==> src/rtl/ex_operand_stage.sv <==
// ID/EX pipeline register with MEM/WB operand forwarding for the execute ALU.
// Bubbles on reset/flush, holds on stall while refreshing held operands from forwarding.
module ex_operand_stage #(
    parameter int DATA_WIDTH     = 32,
    parameter int OP_WIDTH       = 4,
    parameter int REG_ADDR_WIDTH = 5
) (
    input  logic                      iClk,
    input  logic                      iRst,
    input  logic                      iStall,
    input  logic                      iFlush,
    input  logic                      iValidD,
    input  logic [OP_WIDTH-1:0]       iAluControlD,
    input  logic [DATA_WIDTH-1:0]     iRs1DataD,
    input  logic [DATA_WIDTH-1:0]     iRs2DataD,
    input  logic [DATA_WIDTH-1:0]     iImmExtD,
    input  logic [DATA_WIDTH-1:0]     iPcD,
    input  logic [REG_ADDR_WIDTH-1:0] iRs1AddrD,
    input  logic [REG_ADDR_WIDTH-1:0] iRs2AddrD,
    input  logic [REG_ADDR_WIDTH-1:0] iRdAddrD,
    input  logic                      iAluSrcAD,
    input  logic                      iAluSrcBD,
    input  logic                      iRegWriteD,
    input  logic [REG_ADDR_WIDTH-1:0] iRdAddrM,
    input  logic                      iRegWriteM,
    input  logic [DATA_WIDTH-1:0]     iAluResultM,
    input  logic [REG_ADDR_WIDTH-1:0] iRdAddrW,
    input  logic                      iRegWriteW,
    input  logic [DATA_WIDTH-1:0]     iResultW,
    output logic                      oValidE,
    output logic [OP_WIDTH-1:0]       oAluControl,
    output logic [DATA_WIDTH-1:0]     oAluOp1,
    output logic [DATA_WIDTH-1:0]     oAluOp2,
    output logic [DATA_WIDTH-1:0]     oWriteDataE,
    output logic [REG_ADDR_WIDTH-1:0] oRdAddrE,
    output logic                      oRegWriteE,
    output logic [REG_ADDR_WIDTH-1:0] oRs1AddrE,
    output logic [REG_ADDR_WIDTH-1:0] oRs2AddrE
);

    logic                      vld_p0;
    logic [OP_WIDTH-1:0]       alu_ctrl_p0;
    logic [DATA_WIDTH-1:0]     rs1_data_p0;
    logic [DATA_WIDTH-1:0]     rs2_data_p0;
    logic [DATA_WIDTH-1:0]     imm_p0;
    logic [DATA_WIDTH-1:0]     pc_p0;
    logic [REG_ADDR_WIDTH-1:0] rs1_addr_p0;
    logic [REG_ADDR_WIDTH-1:0] rs2_addr_p0;
    logic [REG_ADDR_WIDTH-1:0] rd_addr_p0;
    logic                      src_a_p0;
    logic                      src_b_p0;
    logic                      reg_write_p0;

    logic [DATA_WIDTH-1:0]     fwd1;
    logic [DATA_WIDTH-1:0]     fwd2;

    // MEM has the younger result, so it beats WB; x0 is never a forwarding target.
    function automatic logic [DATA_WIDTH-1:0] fwd_sel(
        input logic [REG_ADDR_WIDTH-1:0] src,
        input logic [DATA_WIDTH-1:0]     stored,
        input logic                      wr_m,
        input logic [REG_ADDR_WIDTH-1:0] rd_m,
        input logic [DATA_WIDTH-1:0]     res_m,
        input logic                      wr_w,
        input logic [REG_ADDR_WIDTH-1:0] rd_w,
        input logic [DATA_WIDTH-1:0]     res_w
    );
        if (wr_m && (rd_m != '0) && (rd_m == src))
            return res_m;
        else if (wr_w && (rd_w != '0) && (rd_w == src))
            return res_w;
        else
            return stored;
    endfunction

    always_comb begin
        fwd1 = fwd_sel(rs1_addr_p0, rs1_data_p0, iRegWriteM, iRdAddrM, iAluResultM,
                       iRegWriteW, iRdAddrW, iResultW);
        fwd2 = fwd_sel(rs2_addr_p0, rs2_data_p0, iRegWriteM, iRdAddrM, iAluResultM,
                       iRegWriteW, iRdAddrW, iResultW);
    end

    // D -> E boundary
    always_ff @(posedge iClk) begin
        if (iRst || iFlush) begin
            vld_p0       <= 1'b0;
            alu_ctrl_p0  <= '0;
            rs1_data_p0  <= '0;
            rs2_data_p0  <= '0;
            imm_p0       <= '0;
            pc_p0        <= '0;
            rs1_addr_p0  <= '0;
            rs2_addr_p0  <= '0;
            rd_addr_p0   <= '0;
            src_a_p0     <= 1'b0;
            src_b_p0     <= 1'b0;
            reg_write_p0 <= 1'b0;
        end else if (iStall) begin
            // Refresh so a producer retiring during the stall is still seen afterwards.
            rs1_data_p0  <= fwd1;
            rs2_data_p0  <= fwd2;
        end else begin
            vld_p0       <= iValidD;
            alu_ctrl_p0  <= iAluControlD;
            rs1_data_p0  <= iRs1DataD;
            rs2_data_p0  <= iRs2DataD;
            imm_p0       <= iImmExtD;
            pc_p0        <= iPcD;
            rs1_addr_p0  <= iRs1AddrD;
            rs2_addr_p0  <= iRs2AddrD;
            rd_addr_p0   <= iRdAddrD;
            src_a_p0     <= iAluSrcAD;
            src_b_p0     <= iAluSrcBD;
            reg_write_p0 <= iRegWriteD;
        end
    end

    always_comb begin
        oValidE     = vld_p0;
        oAluControl = alu_ctrl_p0;
        oAluOp1     = src_a_p0 ? pc_p0 : fwd1;
        oAluOp2     = src_b_p0 ? imm_p0 : fwd2;
        oWriteDataE = fwd2;
        oRdAddrE    = rd_addr_p0;
        oRegWriteE  = reg_write_p0 & vld_p0;
        oRs1AddrE   = rs1_addr_p0;
        oRs2AddrE   = rs2_addr_p0;
    end

endmodule
==> config.mk <==
export PLATFORM = sky130hd
export DESIGN_NAME = ex_operand_stage
export DESIGN_NICKNAME = d
export VERILOG_FILES = /design/src/rtl/ex_operand_stage.sv
export SDC_FILE = /design/constraint.sdc
export NUM_CORES = 1
export LEC_CHECK = 0
export BUFFER_PORTS_ARGS = -buffer_cell sky130_fd_sc_hd__buf_4
export CELL_PAD_IN_SITES_DETAIL_PLACEMENT = 1
export CELL_PAD_IN_SITES_GLOBAL_PLACEMENT = 2
export CORE_AREA = 4 4 176 178
export DETAILED_ROUTE_END_ITERATION = 8
export DIE_AREA = 0 0 180 182
export PLACE_DENSITY_LB_ADDON = 0.1
export SLEW_MARGIN = 5
export SYNTH_ARGS = -nofsm -noshare
export SYNTH_HDL_FRONTEND = slang
export SYNTH_SLANG_ARGS = --single-unit
==> constraint.sdc <==
create_clock -name iClk -period 5 [get_ports iClk]
set_input_delay 0.5 -clock iClk [delete_from_list [all_inputs] [get_ports iClk]]
set_output_delay 0.5 -clock iClk [all_outputs]
set_load 0.02 [all_outputs]
==> run metrics, run 1 <==
outcome finished, final reports clean; largest net degree at the start of global routing ~110; Hold Vio Cnt, Final 0; synthesized area 8390 sq um; Static Leak 4.90 nW; WL per Instance 23.4 um; RSZ-0062 raised after global routing false; CP delay by family, top simple AND/OR/NAND/NOR gates; clock power share 0.423; syn_area_per_cell 8.80 sq um; Min Clock Period, post-route between 3 and 4 ns; vias per inst about 5.4; Final setup viols 0; worst slew pin tran 1.16 ns; commonest cells after routing, fill and taps aside buf_4 (355), dfxtp_1 (149), mux2i_1 (119); 1st-pass router iterations 5; Port-buffer cells 347; yosys warns 0; WS Path Type primary input to output pin; vias in the first global route approximately 9.4k; Final Power 3.36 mW; Hold Path Depth 3; most frequent CP cell buf_4; H-tree levels 4; Initial Util 0.285; setup TNS 0 ns; DIE AREA around 33000 sq um; Synth Register Bits approximately 150; hold_ws between 0.3 and 0.4 ns; Post-route DRC 0; Worst Slack Setup Final ~1.1 ns; Area growth syn-to-layout 41.3%; core area between 20000 and 30000 sq um; DRT antenna net count 0; clock insertion delay at the later pin of the skew report between 0.4 and 0.5 ns; combinational fraction of design power 0.200; Worst Skew ~0.012 ns; Synth cell types 37; pwr dens 283 nW/um^2; via count approximately 8.8k; Final nets around 1.5k; Die X-Extent about 180 um; switching share of power 0.288; CTS buffer count 17; Resized cells post-CTS 0; Worst path slowest cell nor2_4; antenna violations before repair 3; first-pass GRT wire length approximately 57 mm; Post-Syn Instances 954; R2R cell count 5; non-filler cells, final 1632; buffer and inverter count on the worst path 3; dpl cells 1599; WP data arrival between 3 and 4 ns; fin crit share 0.783; crit path capture type output pin; Clock Path Buffers 2; gpl congestion roughly 0.76; Peak VDD IR between 150 and 200 uV; Clock Pin Slew Worst Setup and Hold Paths around 0.070 ns; Max Freq between 200 and 300 MHz; I/O pin count 348; Pint 2.39 mW; die height about 180 um; cts hold-fix bufs 0; fin util 0.403; Worst EP required approximately 4.5 ns; final max-slew violation count 0; Max-cap violations 0; most common cell after layout, fill and taps aside buf_4; Cell Area, Placed approximately 11000 sq um; fin area approximately 12000 sq um; cell depth of the worst setup path 8; clk sinks between 150 and 200; Seq pwr share 0.377; fillcell total roughly 3.4k; post-synthesis sequential area ratio 0.360; Rel. slew slack 0.221; CP cell instances buf_4 -> or4_1 -> o211a_1 -> and3_2 -> nor2_4 -> buf_4 -> a21oi_1 -> buf_4; HPWL after detailed placement between 20 and 30 mm; total wire length between 30 and 40 mm; fraction of layout cells with a size suffix above 1 0.353; Setup crit start kind primary input; clock root buffer clkbuf_16; Hold/Removal Path Class primary input to flip-flop; GRT Resource Usage Total 0.224; number of cell rows 63; Switch Pwr approximately 0.97 mW; Mapped Nets between 1k and 1.5k; dpl ws 1.10 ns; CTS tree done; worst-path fanout max 33; post-CTS setup buffers 0; drt initial violations around 440; crit-path max cell delay 0.84 ns; grt ovf 0
-- cell families after synthesis --
logic type | synth area share
compound gates | 0.205
mux | 0.185
buf+inv | 0.0519
simple gates | 0.179
xor+xnor | 0.0188
flops | 0.360
-- Yosys cell counts --
cell type	count	area [sq um]
xnor2_1	15	131
a311oi_1	32	280
nor2_2	1	6.26
a211oi_2	1	12.5
or4_1	1	7.51
buf_4	2	15.0
buf_2	12	60.1
a21oi_1	32	160
dfxtp_1	151	3020
a32oi_1	6	52.6
nand3_1	4	20.0
or2_2	2	12.5
nor2_1	88	330
o211ai_2	1	12.5
a31oi_1	32	200
xor2_1	3	26.3
or3_1	1	6.26
nor4_1	1	6.26
buf_6	3	33.8
nor2b_1	32	200
o21a_1	33	248
nor3_1	33	165
mux2_2	32	360
and3_1	8	50.1
mux2i_1	119	1190
and2_1	2	12.5
buf_1	14	52.6
o21ai_1	7	35.0
or2_1	1	6.26
nand2b_1	32	200
nand2_1	30	113
inv_2	1	3.75
o221ai_1	26	228
clkbuf_1	72	270
nand4_1	59	369
o31ai_1	64	480
o211a_1	1	10.0
-- final timing paths --
path | startpoint | end | slack (ns)
worst min register to register | pc_p0[15]$_SDFFE_PP0N_ | pc_p0[15]$_SDFFE_PP0N_ | 0.49
worst max register to register | oRs1AddrE[3]$_SDFFE_PP0N_ | rs1_data_p0[11]$_SDFF_PP0_ | 2.10
worst min-delay path | iPcD[18] | pc_p0[18]$_SDFFE_PP0N_ | 0.30
worst max-delay path | iRdAddrM[1] | oAluOp1[14] | 1.09
-- worst min-delay path: stages --
cell and delay [ns]:
buf_4 0.08, mux2i_1 0.05, nor2_1 0.07
-- area by class of cell --
| class | instances | area (sq um) | share of cell area |
|---|---|---|---|
| Antenna cell | 2 | 5.00 | 0.000422 |
| Multi-Input combinational cell | 699 | 5000 | 0.421 |
| Clock buffer | 20 | 447 | 0.0377 |
| Sequential cell | 151 | 3030 | 0.255 |
| Timing Repair Buffer | 358 | 2720 | 0.229 |
| Inverter | 1 | 3.75 | 0.000316 |
| Tap cell | 390 | 488 | 0.0411 |
| Clock inverter | 11 | 174 | 0.0147 |
-- registers in the layout, summed over array words and instances, names as in the netlist --
register,cells
imm_p0,32
pc_p0,32
rs1_data_p0,32
rs2_data_p0,32
oRdAddrE,5
oRs1AddrE,5
oRs2AddrE,5
oAluControl,4
oValidE,1
reg_write_p0,1
src_a_p0,1
src_b_p0,1
-- power groups by stage --
stage / sequential (mW) / clock, mW / combinational [mW]
finish: 1.26 / 1.42 / 0.673
global route: 1.27 / 1.51 / 0.722
CTS: 1.27 / 1.45 / 0.677
detailed placement: 1.29 / 0 / 0.675
global placement: 1.29 / 0 / 0.670
floorplan: 1.29 / 0 / 0.331
-- layer usage --
| metal | part of all wire | up-vias | global-route usage | wire (um) |
|---|---|---|---|---|
| met5 | 0.00034 | - | 0 | 13 |
| met4 | 0.019 | 2 | 0.0640 | 713 |
| met3 | 0.076 | 40 | 0.0717 | 2910 |
| met2 | 0.48 | 303 | 0.369 | 18200 |
| met1 | 0.43 | 4322 | 0.281 | 16300 |
| li1 | - | 4126 | - | - |
Note: power is estimated with default switching activity, not from simulation.
==> run 2: changes to the inputs <==
--- a/config.mk
+++ b/config.mk
@@ -8,9 +8,9 @@
 export BUFFER_PORTS_ARGS = -buffer_cell sky130_fd_sc_hd__buf_4
 export CELL_PAD_IN_SITES_DETAIL_PLACEMENT = 1
 export CELL_PAD_IN_SITES_GLOBAL_PLACEMENT = 2
-export CORE_AREA = 4 4 176 178
+export CORE_AREA = 4 4 182 184
 export DETAILED_ROUTE_END_ITERATION = 8
-export DIE_AREA = 0 0 180 182
+export DIE_AREA = 0 0 186 188
 export PLACE_DENSITY_LB_ADDON = 0.1
 export SLEW_MARGIN = 5
 export SYNTH_ARGS = -nofsm -noshare
==> constraint.sdc (replaced) <==
create_clock -name iClk -period 3.75 [get_ports iClk]
set_input_delay 0.375 -clock iClk [delete_from_list [all_inputs] [get_ports iClk]]
set_output_delay 0.375 -clock iClk [all_outputs]
set_load 0.02 [all_outputs]
==> run 2 against run 1 <==
Net effect: worst hold slack worse by 0.14 ns; final cell count up 1.3%; wire length increased by 1.1%; setup slack lost 0.67 ns; register-to-register slack worse by 1.0 ns; critical endpoint is now oAluOp2[31]; highest routed layer is now met4.
==> run metrics, run 2 (synthesized netlist as in run 1, its figures left out) <==
outcome finished, final reports clean; Setup crit start kind flip-flop; WL per Instance ~23 um; crit path capture type output pin; CTS tree done; Rel. slew slack 0.361; GRT Resource Usage Total 0.215; CTS buffer count 17; most common cell after layout, fill and taps aside buf_4; setup TNS 0 ns; Final setup viols 0; WHS Endpoint oAluControl[2]$_SDFFE_PP0N_; worst r2r src oRs1AddrE[3]$_SDFFE_PP0N_; RR Endpoint rs1_data_p0[11]$_SDFF_PP0_; clock root buffer clkbuf_16; commonest cells after routing, fill and taps aside buf_4 (364), dfxtp_1 (149), mux2i_1 (119); gpl congestion between 0.7 and 0.8; CP cell instances xnor2_1 -> nand3_2 -> buf_4 -> o31ai_1 -> a31oi_1 -> mux2_2 -> buf_4; total wire length between 30 and 40 mm; Worst Min Path Start iAluControlD[2]; Port-buffer cells roughly 350; vias per inst ~5.3; Seq pwr share 0.393; most frequent CP cell buf_4; I/O pin count roughly 350; switching share of power 0.293; R2R cell count 7; HPWL after detailed placement ~27 mm; first-pass GRT wire length just under 60 mm; Max Freq between 300 and 400 MHz; 1st-pass router iterations 5; Hold/Removal Path Class primary input to flip-flop; Hold Vio Cnt, Final 0; Worst path slowest cell nand3_2; number of cell rows 65; final max-slew violation count 0; Worst Skew between 0.01 and 0.015 ns; Clock Path Buffers 2; fraction of layout cells with a size suffix above 1 0.357; fin crit share 0.889; Area growth syn-to-layout 42.1%; Hold Path Depth 3; core area 31400 sq um; combinational fraction of design power 0.211; CP delay by family, top compound AO/OA/AOI/OAI gates; Switch Pwr 1.26 mW; Clock Pin Slew Worst Setup and Hold Paths roughly 0.07 ns; clock insertion delay at the later pin of the skew report 0.43 ns; grt ovf 0; DIE AREA between 30000 and 40000 sq um; clk sinks 151; DRT antenna net count 0; Resized cells post-CTS 0; crit-path max cell delay between 0.4 and 0.5 ns; Final nets approximately 1.5k; buffer and inverter count on the worst path 2; Static Leak just under 5 nW; largest net degree at the start of global routing 95; pwr dens between 300 and 400 nW/um^2; Min Clock Period, post-route around 3.3 ns; Max-cap violations 0; Worst EP required around 3.4 ns; Post-route DRC 0; reg2reg setup slack around 1.1 ns; worst-path fanout max 17; Die X-Extent between 150 and 200 um; Initial Util 0.267; clock power share 0.396; die height 188 um; WS Path Type flip-flop to output pin; RSZ-0062 raised after global routing false; H-tree levels 4; vias in the first global route approximately 9.0k; Peak VDD IR 283 uV; drt initial violations about 440; hold_ws around 0.17 ns; via count roughly 8.7k; worst slew pin tran around 0.96 ns; cts hold-fix bufs 0; WP data arrival just under 3 ns; antenna violations before repair 1; Pint 3.04 mW; post-CTS setup buffers 0
[run 2: routing by layer]
metal  part of all wire  vias up  GRT usage
li1                   -     4138          -
met5                  0        -          0
met1               0.44     4297      0.281
met2               0.48      267      0.355
met4              0.011        0     0.0412
met3              0.071       23     0.0601
[run 2: worst max-delay path by stage]
stage | startpoint | to | slack (ns) | cells past startpoint
after floorplan | iRdAddrM[1] | oAluOp2[10] | 1.19 | 6
after global placement | iRdAddrW[2] | oAluOp2[11] | 0.73 | 9
after detailed placement | iRdAddrW[2] | oAluOp2[11] | 0.71 | 9
after CTS | oRs2AddrE[1]$_SDFFE_PP0N_ | oAluOp2[31] | 0.39 | 7
after global routing | oRs2AddrE[2]$_SDFFE_PP0N_ | oAluOp2[24] | 0.21 | 7
final | oRs2AddrE[1]$_SDFFE_PP0N_ | oAluOp2[31] | 0.42 | 7
[run 2: power by group through the flow]
stage / registers [mW] / clock network [mW] / logic, mW
global placement: 1.72 / 0 / 0.910
finish: 1.69 / 1.70 / 0.909
floorplan: 1.72 / 0 / 0.441
CTS: 1.69 / 1.75 / 0.919
global route: 1.70 / 1.82 / 0.978
detailed placement: 1.73 / 0 / 0.916
[run 2: layout make-up]
cell class,instances,area [sq um]
Clock inverter,8,103
Inverter,1,3.75
Timing Repair Buffer,370,2850
Antenna cell,1,2.50
Fill cell,3698,19500
Tap cell,402,503
Clock buffer,22,444
Sequential cell,151,3030
Multi-Input combinational cell,699,5000
[run 2: worst register-to-register path, delay by kind of cell (launching register included)]
kind / cells / cell delay [ns]
AOI/OAI and AO/OA: 1 / 0.21
xor gates and xnor gates: 1 / 0.18
buffers and inverters: 2 / 0.83
DFF: 1 / 0.36
and+or+nand+nor: 3 / 0.94
[run 2: stage by stage]
| step | std cells | worst slack, ns | cell area (sq um) | power [mW] | utilization |
|---|---|---|---|---|---|
| 2_1_floorplan | 954 | 1.19 | 8390 | 2.16 | - |
| 3_3_place_gp | 1623 | 0.731 | 11400 | 2.63 | 0.362 |
| 3_5_place_dp | 1623 | 0.714 | 11400 | 2.64 | 0.362 |
| 4_1_cts | 1653 | 0.387 | 11900 | 4.36 | 0.380 |
| 5_1_grt | 1654 | 0.209 | 11900 | 4.50 | 0.380 |
| 6_report | 1654 | 0.417 | 11900 | 4.30 | 0.380 |
